$ cat src/rtl/adc_sync_retry_ctrl.sv
// ADC SYNC / detect / evaluate sequencer with bounded retries, feeding the 4-channel sync checker.
// Optional periodic re-check while locked is enabled by defining SYNC_PERIODIC_RECHECK_EN.
//
// state       | meaning
// IDLE        | waiting for first start edge after reset
// SYNC_PULSE  | adc_sync_o asserted for SYNC_PULSE_CYCLES
// SETTLE      | lanes settling after SYNC
// DETECT      | detect_o asserted for DETECT_CYCLES (checker measurement window)
// WAIT_RESULT | waiting for checker's registered verdict
// EVAL        | one cycle; samples is_sync_i and decides lock / retry / fail
// LOCKED      | last evaluation passed (re-check timer runs when enabled)
// FAIL        | all attempts exhausted
module adc_sync_retry_ctrl #(
  parameter int SYNC_PULSE_CYCLES = 16,
  parameter int SETTLE_CYCLES     = 256,
  parameter int DETECT_CYCLES     = 1024,
  parameter int RESULT_WAIT       = 4,
  parameter int MAX_RETRY         = 7,
  parameter int RECHECK_PERIOD    = 65536
) (
  input  logic       clk,
  input  logic       rst,
  input  logic       start_i,
  input  logic       is_sync_i,
  output logic       adc_sync_o,
  output logic       detect_o,
  output logic       busy_o,
  output logic       locked_o,
  output logic       fail_o,
  output logic [7:0] retry_cnt_o
);

  localparam logic [2:0] S_IDLE   = 3'd0;
  localparam logic [2:0] S_SYNC   = 3'd1;
  localparam logic [2:0] S_SETTLE = 3'd2;
  localparam logic [2:0] S_DETECT = 3'd3;
  localparam logic [2:0] S_WAIT   = 3'd4;
  localparam logic [2:0] S_EVAL   = 3'd5;
  localparam logic [2:0] S_LOCKED = 3'd6;
  localparam logic [2:0] S_FAIL   = 3'd7;

`ifdef SYNC_PERIODIC_RECHECK_EN
  localparam int RECHECK_CYC = RECHECK_PERIOD;
`else
  // Period timer does not exist in this build, so it must not widen the counter.
  localparam int RECHECK_CYC = (RECHECK_PERIOD > 0) ? 1 : 1;
`endif

  localparam int MAX_A   = (SYNC_PULSE_CYCLES > SETTLE_CYCLES) ? SYNC_PULSE_CYCLES : SETTLE_CYCLES;
  localparam int MAX_B   = (DETECT_CYCLES > RESULT_WAIT) ? DETECT_CYCLES : RESULT_WAIT;
  localparam int MAX_AB  = (MAX_A > MAX_B) ? MAX_A : MAX_B;
  localparam int MAX_CYC = (MAX_AB > RECHECK_CYC) ? MAX_AB : RECHECK_CYC;
  localparam int CNT_W   = $clog2(MAX_CYC) + 1;

  localparam logic [CNT_W-1:0] LD_SYNC   = CNT_W'(SYNC_PULSE_CYCLES);
  localparam logic [CNT_W-1:0] LD_SETTLE = CNT_W'(SETTLE_CYCLES);
  localparam logic [CNT_W-1:0] LD_DETECT = CNT_W'(DETECT_CYCLES);
  localparam logic [CNT_W-1:0] LD_WAIT   = CNT_W'(RESULT_WAIT);
  localparam logic [CNT_W-1:0] CNT_ONE   = CNT_W'(1);
  localparam logic [7:0]       MAX_RETRY_C = 8'(MAX_RETRY);

  logic [2:0]       state_q, state_d;
  logic [CNT_W-1:0] cnt_q, cnt_d;
  logic [7:0]       retry_q, retry_d;
  logic             locked_q, locked_d;
  logic             fail_q, fail_d;
  logic             start_q;
  logic             adc_sync_q, detect_q, busy_q;
  logic             start_edge;
  logic             cnt_done;
  logic             reload;
  logic [7:0]       retry_inc;
`ifdef SYNC_PERIODIC_RECHECK_EN
  logic             recheck_q, recheck_d;
`endif

  assign start_edge = start_i & ~start_q;
  assign cnt_done   = (cnt_q == CNT_ONE);
  assign retry_inc  = (retry_q == 8'hFF) ? retry_q : retry_q + 8'd1;

  function automatic logic [CNT_W-1:0] load_for(input logic [2:0] s);
    logic [CNT_W-1:0] v;
    v = '0;
    case (s)
      S_SYNC:   v = LD_SYNC;
      S_SETTLE: v = LD_SETTLE;
      S_DETECT: v = LD_DETECT;
      S_WAIT:   v = LD_WAIT;
`ifdef SYNC_PERIODIC_RECHECK_EN
      S_LOCKED: v = CNT_W'(RECHECK_PERIOD);
`endif
      default:  v = '0;
    endcase
    return v;
  endfunction

  always_comb begin
    state_d  = state_q;
    retry_d  = retry_q;
    locked_d = locked_q;
    fail_d   = fail_q;
`ifdef SYNC_PERIODIC_RECHECK_EN
    recheck_d = recheck_q;
`endif
    if (start_edge) begin
      state_d  = S_SYNC;
      retry_d  = 8'd0;
      locked_d = 1'b0;
      fail_d   = 1'b0;
`ifdef SYNC_PERIODIC_RECHECK_EN
      recheck_d = 1'b0;
`endif
    end else begin
      case (state_q)
        S_SYNC:   if (cnt_done) state_d = S_SETTLE;
        S_SETTLE: if (cnt_done) state_d = S_DETECT;
        S_DETECT: if (cnt_done) state_d = S_WAIT;
        S_WAIT:   if (cnt_done) state_d = S_EVAL;
        S_EVAL: begin
          if (is_sync_i) begin
            state_d  = S_LOCKED;
            locked_d = 1'b1;
`ifdef SYNC_PERIODIC_RECHECK_EN
            recheck_d = 1'b0;
          end else if (recheck_q) begin
            // A failed re-check counts as the first failed attempt of a fresh sequence.
            state_d   = S_SYNC;
            locked_d  = 1'b0;
            retry_d   = 8'd1;
            recheck_d = 1'b0;
`endif
          end else if (retry_q < MAX_RETRY_C) begin
            state_d = S_SYNC;
            retry_d = retry_inc;
          end else begin
            state_d = S_FAIL;
            fail_d  = 1'b1;
            retry_d = retry_inc;
          end
        end
`ifdef SYNC_PERIODIC_RECHECK_EN
        S_LOCKED: begin
          if (cnt_done) begin
            state_d   = S_DETECT;
            recheck_d = 1'b1;
          end
        end
`endif
        default: ;
      endcase
    end
  end

  // A restart from SYNC_PULSE keeps the same state, so the edge itself must force a reload.
  assign reload = start_edge | (state_d != state_q);

  always_comb begin
    cnt_d = cnt_q;
    if (reload) begin
      cnt_d = load_for(state_d);
    end else if (cnt_q != '0) begin
      cnt_d = cnt_q - CNT_ONE;
    end
  end

  always_ff @(posedge clk) begin
    if (rst) begin
      state_q    <= S_IDLE;
      cnt_q      <= '0;
      retry_q    <= 8'd0;
      locked_q   <= 1'b0;
      fail_q     <= 1'b0;
      start_q    <= 1'b0;
      adc_sync_q <= 1'b0;
      detect_q   <= 1'b0;
      busy_q     <= 1'b0;
`ifdef SYNC_PERIODIC_RECHECK_EN
      recheck_q  <= 1'b0;
`endif
    end else begin
      state_q    <= state_d;
      cnt_q      <= cnt_d;
      retry_q    <= retry_d;
      locked_q   <= locked_d;
      fail_q     <= fail_d;
      start_q    <= start_i;
      adc_sync_q <= (state_d == S_SYNC);
      detect_q   <= (state_d == S_DETECT);
      busy_q     <= (state_d == S_SYNC) || (state_d == S_SETTLE) || (state_d == S_DETECT) ||
                    (state_d == S_WAIT) || (state_d == S_EVAL);
`ifdef SYNC_PERIODIC_RECHECK_EN
      recheck_q  <= recheck_d;
`endif
    end
  end

  assign adc_sync_o  = adc_sync_q;
  assign detect_o    = detect_q;
  assign busy_o      = busy_q;
  assign locked_o    = locked_q;
  assign fail_o      = fail_q;
  assign retry_cnt_o = retry_q;

endmodule

$ cat config.mk
export PLATFORM = sky130hd
export DESIGN_NAME = adc_sync_retry_ctrl
export DESIGN_NICKNAME = d
export VERILOG_FILES = /design/src/rtl/adc_sync_retry_ctrl.sv
export SDC_FILE = /design/constraint.sdc
export NUM_CORES = 1
export LEC_CHECK = 0
export CAP_MARGIN = 15
export CORE_MARGIN = 5
export CORE_UTILIZATION = 54
export CTS_CLUSTER_DIAMETER = 120
export DETAILED_ROUTE_END_ITERATION = 7
export PLACE_DENSITY = 0.77
export RECOVER_POWER = 50
export SETUP_SLACK_MARGIN = 0.3
export SYNTH_ARGS = -nofsm -noshare
export SYNTH_HDL_FRONTEND = slang
export SYNTH_SLANG_ARGS = --single-unit
$ cat constraint.sdc
create_clock -name clk -period 2.73 [get_ports clk]
set_input_delay 0.273 -clock clk [delete_from_list [all_inputs] [get_ports clk]]
set_output_delay 0.273 -clock clk [all_outputs]
set_load 0.02 [all_outputs]
==> metrics <==
status finished clean; first-pass GRT wire length between 5 and 6 mm; worst slew pin tran just over 1 ns; final instance area between 1500 and 2000 um^2; critical path arrival around 2.5 ns; gr ovfl total 0; Psw about 0.69 mW; register bit total from synthesis 28; register clock-pin slew on the reported worst setup and hold paths roughly 0.15 ns; WS Path Type flip-flop to flip-flop; Num CTS Buffers 3; number of distinct library cells after synthesis 50; slew margin rel. 0.311; top-level I/O count 17; maxcap violations 0; clk sinks 28; Final period util 0.815; biggest area consumer among synthesized cells dfxtp_1; Yosys top cell area share 0.376; slowest cell on the critical path o311ai_4; Initial Util 0.550; Max Slew Vio Count 0; post-route ant nets 0; placed cell area approximately 1700 um^2; TNS Setup 0 ns; wire per inst 14.3 um; EDFF count, synth 0; CP peak stage delay 0.53 ns; DRC viols 0; DP Wirelength 2.30 mm; post-CTS setup buffer count 0; startpoint types flip-flop; largest net degree at the start of global routing 16; Cell Pwr Density 977 nW/um^2; vias in the first global route 1218; clk buf depth 2; GR Util All Layers 0.162; cts-stage hold buffer count 0; DR iter-0 viols 41; TritonCTS clock tree built; worst vdd ir 0.792 mV; CP bufs+invs 1; Post-synth ARST share 0; final-stage net count between 150 and 200; clock share of power 0.122; Syn Area/Cell about 9.0 um^2; H-Tree Depth 1; CP top delay family compound AO/OA/AOI/OAI gates; most common flop cell mapped by yosys dfxtp_1; Crit. End Element flip-flop; routed vias/inst about 5.9; area of the multi-input gates roughly 870 um^2; hold violation count in the final report 0; Hold Crit Class flip-flop to flip-flop; fillers 244; antenna violations before repair 0; via count approximately 1200; die area 3910 um^2; gpl congestion ~0.86; min cycle time layout approximately 2.2 ns; Worst R2R Setup Slack between 0.5 and 0.6 ns; Seq/Total Area, Yosys 0.376; total power between 1.5 and 2 mW; root buf cell clkbuf_4; DIE HEIGHT about 63 um; Peak Freq around 450 MHz; Synth Warn # 0; Rows 19; worst hold stages 2; core area approximately 2700 um^2; worst endpoint required time approximately 3.0 ns; Ant. Diodes 0; combinational fraction of design power 0.506; Cell Area, Synth 1490 um^2; switching part of the total power 0.419; Power Internal 0.960 mW; layout cells sized above 1 0.0994; routed wire length between 3 and 4 mm; area grow syn2layout 13.4%; final setup fails 0; Fin Clk Skew 0.00416 ns; Max FO, Critical Path 9; top-count cell post-synth dfxtp_1; Leakage 0.631 nW; Clock Latency Late Sink around 0.32 ns; DRT Pass-1 Iters 4; Flop pwr share 0.372; die width between 60 and 70 um; Reg area between 500 and 600 um^2; reg2reg path depth 7; instance count on the critical path 7; Syn Inst Count between 150 and 200; Syn Nets around 170; crit path cell chain inv_1, ha_1, nor3b_1, a31oi_1, o311ai_4, nand2b_1, o32ai_1; largest cells by area after synthesis dfxtp_1 (38%), nor2_1 (5.5%), xnor2_1 (5.3%); RSZ-0062 raised after global routing false; commonest cells in the netlist dfxtp_1 (28), nor2_1 (22), nor3_1 (9), xnor2_1 (9), nand2_1 (8); PostCTS Resize Cnt 0; number of port buffers 16
## state kept, by name, indices dropped and copies added, names as in the netlist
signal	cells
cnt_q	11
retry_cnt_o	8
state_q	3
adc_sync_o	1
busy_o	1
detect_o	1
fail_o	1
locked_o	1
start_q	1
## worst paths after layout
path                            startpoint  endpoint
worst min register to register    locked_o  locked_o
worst max-delay path              cnt_q[1]  cnt_q[4]
worst max register to register    cnt_q[1]  cnt_q[4]
worst min-delay path              locked_o  locked_o
## tightest hold or removal path: cells and delay by family, from the launching register on
| kind | cells | cell delay (ns) |
|---|---|---|
| AO/OA/AOI/OAI | 1 | 0.04 |
| flip-flops | 1 | 0.36 |
| AND/OR/NAND/NOR | 1 | 0.07 |
## placed cells by master (no fill, tap or decap), types with 2 or more instances in the layout
| master | count |
|---|---|
| inv_1 | 7 |
| nor4_2 | 2 |
| nor4_1 | 4 |
| a211oi_1 | 2 |
| clkbuf_4 | 3 |
| a31oi_1 | 3 |
| and2_1 | 2 |
| xnor2_1 | 9 |
| ha_1 | 4 |
| nand2b_1 | 4 |
| nor3b_1 | 3 |
| dlygate4sd3_1 | 14 |
| o22ai_1 | 2 |
| o21ai_0 | 2 |
| xor2_1 | 5 |
| nand3_1 | 5 |
| dfxtp_1 | 28 |
| nand4_1 | 3 |
| a41oi_1 | 2 |
| nand3b_1 | 2 |
| or4_4 | 2 |
| nand2_1 | 8 |
| nor2_1 | 22 |
| nor3_1 | 9 |
| clkdlybuf4s50_1 | 2 |
| a21oi_1 | 6 |
## final cells by class
type | instances | share of cell area
Clock buffer | 4 | 0.0214
Inverter | 7 | 0.0155
Multi-Input combinational cell | 126 | 0.514
Sequential cell | 28 | 0.331
Tap cell | 31 | 0.0229
Timing Repair Buffer | 16 | 0.0947
## power by group through the flow
stage / clock (mW) / sequential [mW] / combinational, mW
2_1_floorplan: 0 / 0.598 / 0.703
3_3_place_gp: 0 / 0.616 / 0.809
3_5_place_dp: 0 / 0.620 / 0.834
4_1_cts: 0.209 / 0.613 / 0.840
5_1_grt: 0.230 / 0.634 / 0.920
6_report: 0.202 / 0.614 / 0.836
## stage by stage
step / util / std cells / setup WS, ns / hold slack [ns]
after floorplan: - / 165 / 0.831 / 0.401
after global placement: 0.611 / 208 / 0.681 / 0.447
after detailed placement: 0.611 / 208 / 0.560 / 0.484
after CTS: 0.625 / 212 / 0.542 / 0.519
after global routing: 0.624 / 212 / 0.403 / 0.523
final: 0.624 / 212 / 0.506 / 0.505
## routing by layer
| layer | track usage | part of all wire |
|---|---|---|
| met5 | 0 | 0 |
| met2 | 0.276 | 0.48 |
| met1 | 0.206 | 0.48 |
| met3 | 0.0234 | 0.025 |
| met4 | 0.0557 | 0.012 |
## cell families after synthesis
family | Yosys count | share of synthesized area
fa+ha+maj | 4 | 0.0336
xor+xnor | 14 | 0.0822
mux | 1 | 0.00671
buf+inv | 11 | 0.0403
compound gates | 28 | 0.143
flops | 28 | 0.376
simple gates | 79 | 0.319
Note: power is estimated with default switching activity, not from simulation.
==> RTL edit: new RTL, config.mk and constraints unchanged <==
The output `busy_o` loses its register stage (`busy_q` becomes a continuous assignment).
--- a/src/rtl/adc_sync_retry_ctrl.sv
+++ b/src/rtl/adc_sync_retry_ctrl.sv
@@ -174,5 +174,4 @@
       adc_sync_q <= 1'b0;
       detect_q   <= 1'b0;
-      busy_q     <= 1'b0;
 `ifdef SYNC_PERIODIC_RECHECK_EN
       recheck_q  <= 1'b0;
@@ -187,6 +186,4 @@
       adc_sync_q <= (state_d == S_SYNC);
       detect_q   <= (state_d == S_DETECT);
-      busy_q     <= (state_d == S_SYNC) || (state_d == S_SETTLE) || (state_d == S_DETECT) ||
-                    (state_d == S_WAIT) || (state_d == S_EVAL);
 `ifdef SYNC_PERIODIC_RECHECK_EN
       recheck_q  <= recheck_d;
@@ -194,4 +191,6 @@
     end
   end
+
+  assign busy_q = (state_d == S_SYNC) || (state_d == S_SETTLE) || (state_d == S_DETECT) || (state_d == S_WAIT) || (state_d == S_EVAL);
 
   assign adc_sync_o  = adc_sync_q;
Function: changed (Yosys sat finds a counterexample within 4 cycles, from zero or initial values and one cycle with rst high).
==> RTL edit against the original RTL <==
Final area increased by 7.2%. Highest routed layer unchanged. Synthesized area increased by 0.67%. Critical path type is now reg -> out. Sequential power decreased by 4.7%. Total power decreased by 7.9%. Register-to-register slack got worse by 0.11 ns. Critical path depth unchanged. First-iteration DRC count decreased by 17%. Core utilization increased by 4.5 points. Worst setup slack got worse by 0.26 ns. Routed wire length increased by 9.3%. Sequential cell count decreased by 1. Count of clock-buffer cells in the layout decreased by 1. Largest power group unchanged. Critical endpoint is now busy_o. Largest cell class unchanged.
==> RTL edit: results (changes against the original RTL) <==
[outcome]
outcome=finished clean

[global_route]
grt_util_met3_pct=3.06  ; +0.72 points
grt.met1_usage_pct=21.8  ; +1.2 points
grt_pass1_vias=1313  ; +7.8%
grtUsageMet2_pct=31.2  ; +3.6 points
track_usage_pct=17.8  ; +1.6 points
grt_max_degree=17  ; +1
grt_pass1_wl_microns=5850  ; +8.6%

[worst_setup_path]
slowest_delay_ns=0.44  ; -0.09 ns
critPathLaunch=cnt_q[5]
crit_family=simple AND/OR/NAND/NOR gates
cp_max_fo=6  ; -3
cp.arrival_ns=2.21  ; -0.24 ns
r2r_end=retry_cnt_o[7]
critPathCapture=busy_o

[synthesis]
syn_inst=172  ; +4.2%
ys_seq_area_share_pct=36.0  ; -1.6 points
yosys.area_share.xor_xnor_pct=6.42  ; -1.8 points
synth_compound_area_share_pct=17.0  ; +2.7 points
synth_adder_area_share_pct=3.33  ; -0.022 points
synthTopCellsByArea=dfxtp_1, nor2_1, xor2_1
ys_types=47  ; -6.0%
ys_top_cells_by_count=nor2_1, dfxtp_1, nand2_1
synth_fp_nets=180  ; +4.0%
yosys-mux-area-fraction_pct=0.667  ; -0.0045 points

[placed_design]
place_hpwl_microns=2460  ; +7.0%
routabilityCongestion=0.841  ; -1.6%
dpl.cell_count=219  ; +5.3%

[clock_network]
clkLatencyLatePin_ns=0.34  ; +0.02 ns

[timing]
finClkSkew_ns=0.00402  ; -0.000131 ns
slew_headroom_pct=53.5  ; +22 points

[cells_and_area]
nets=203  ; +6.8%
drive_above_1_share_pct=20.1  ; +10 points
instances_no_fill=225  ; +6.1%

[power_and_ir_drop]
ir_drop_v=0.000711  ; -10%
p_leak_nw=0.740  ; +17%
netSwitchingPower_uw=626  ; -9.6%

[detailed_routing]
drt-total-wl_microns=3320  ; +9.3%
wl_met2_microns=1650  ; +12%

## RTL edit: cell types whose count changed after synthesis, moves of 3 or more
cell     before  now
o21ai_0       1    6
inv_1         7    3
nor2_1       22   29
nor3b_1       3    0
buf_2         0    3
nor3_1        9    6
xnor2_1       9    5
nand2_1       8   11
or3_1         1    8
nor2b_1       1    4
## RTL edit: repair_timing
action,CTS,global route
gates resized for setup,9,19
endpoints found under the setup margin,1,1
setup buffers,0,2
pin swaps,1,4
## RTL edit: cell type report
type / instances / area [sq um]
fillers: 230 / 896
repair buffers: 24 / 218
clock inverters: 1 / 7.51
flip-flops and latches: 27 / 554
inverters: 3 / 11.3
multi-input cells: 136 / 962
clock buffers: 3 / 22.5
well taps: 31 / 38.8
## RTL edit: through the flow
step                      instance area, sq um  setup slack [ns]  hold slack [ns]
after global routing                      1810             0.100            0.522
final                                     1810             0.246            0.492
after floorplan                           1500             0.671            0.342
after global placement                    1710             0.244            0.451
after detailed placement                  1710             0.181            0.470
after CTS                                 1760             0.305            0.503
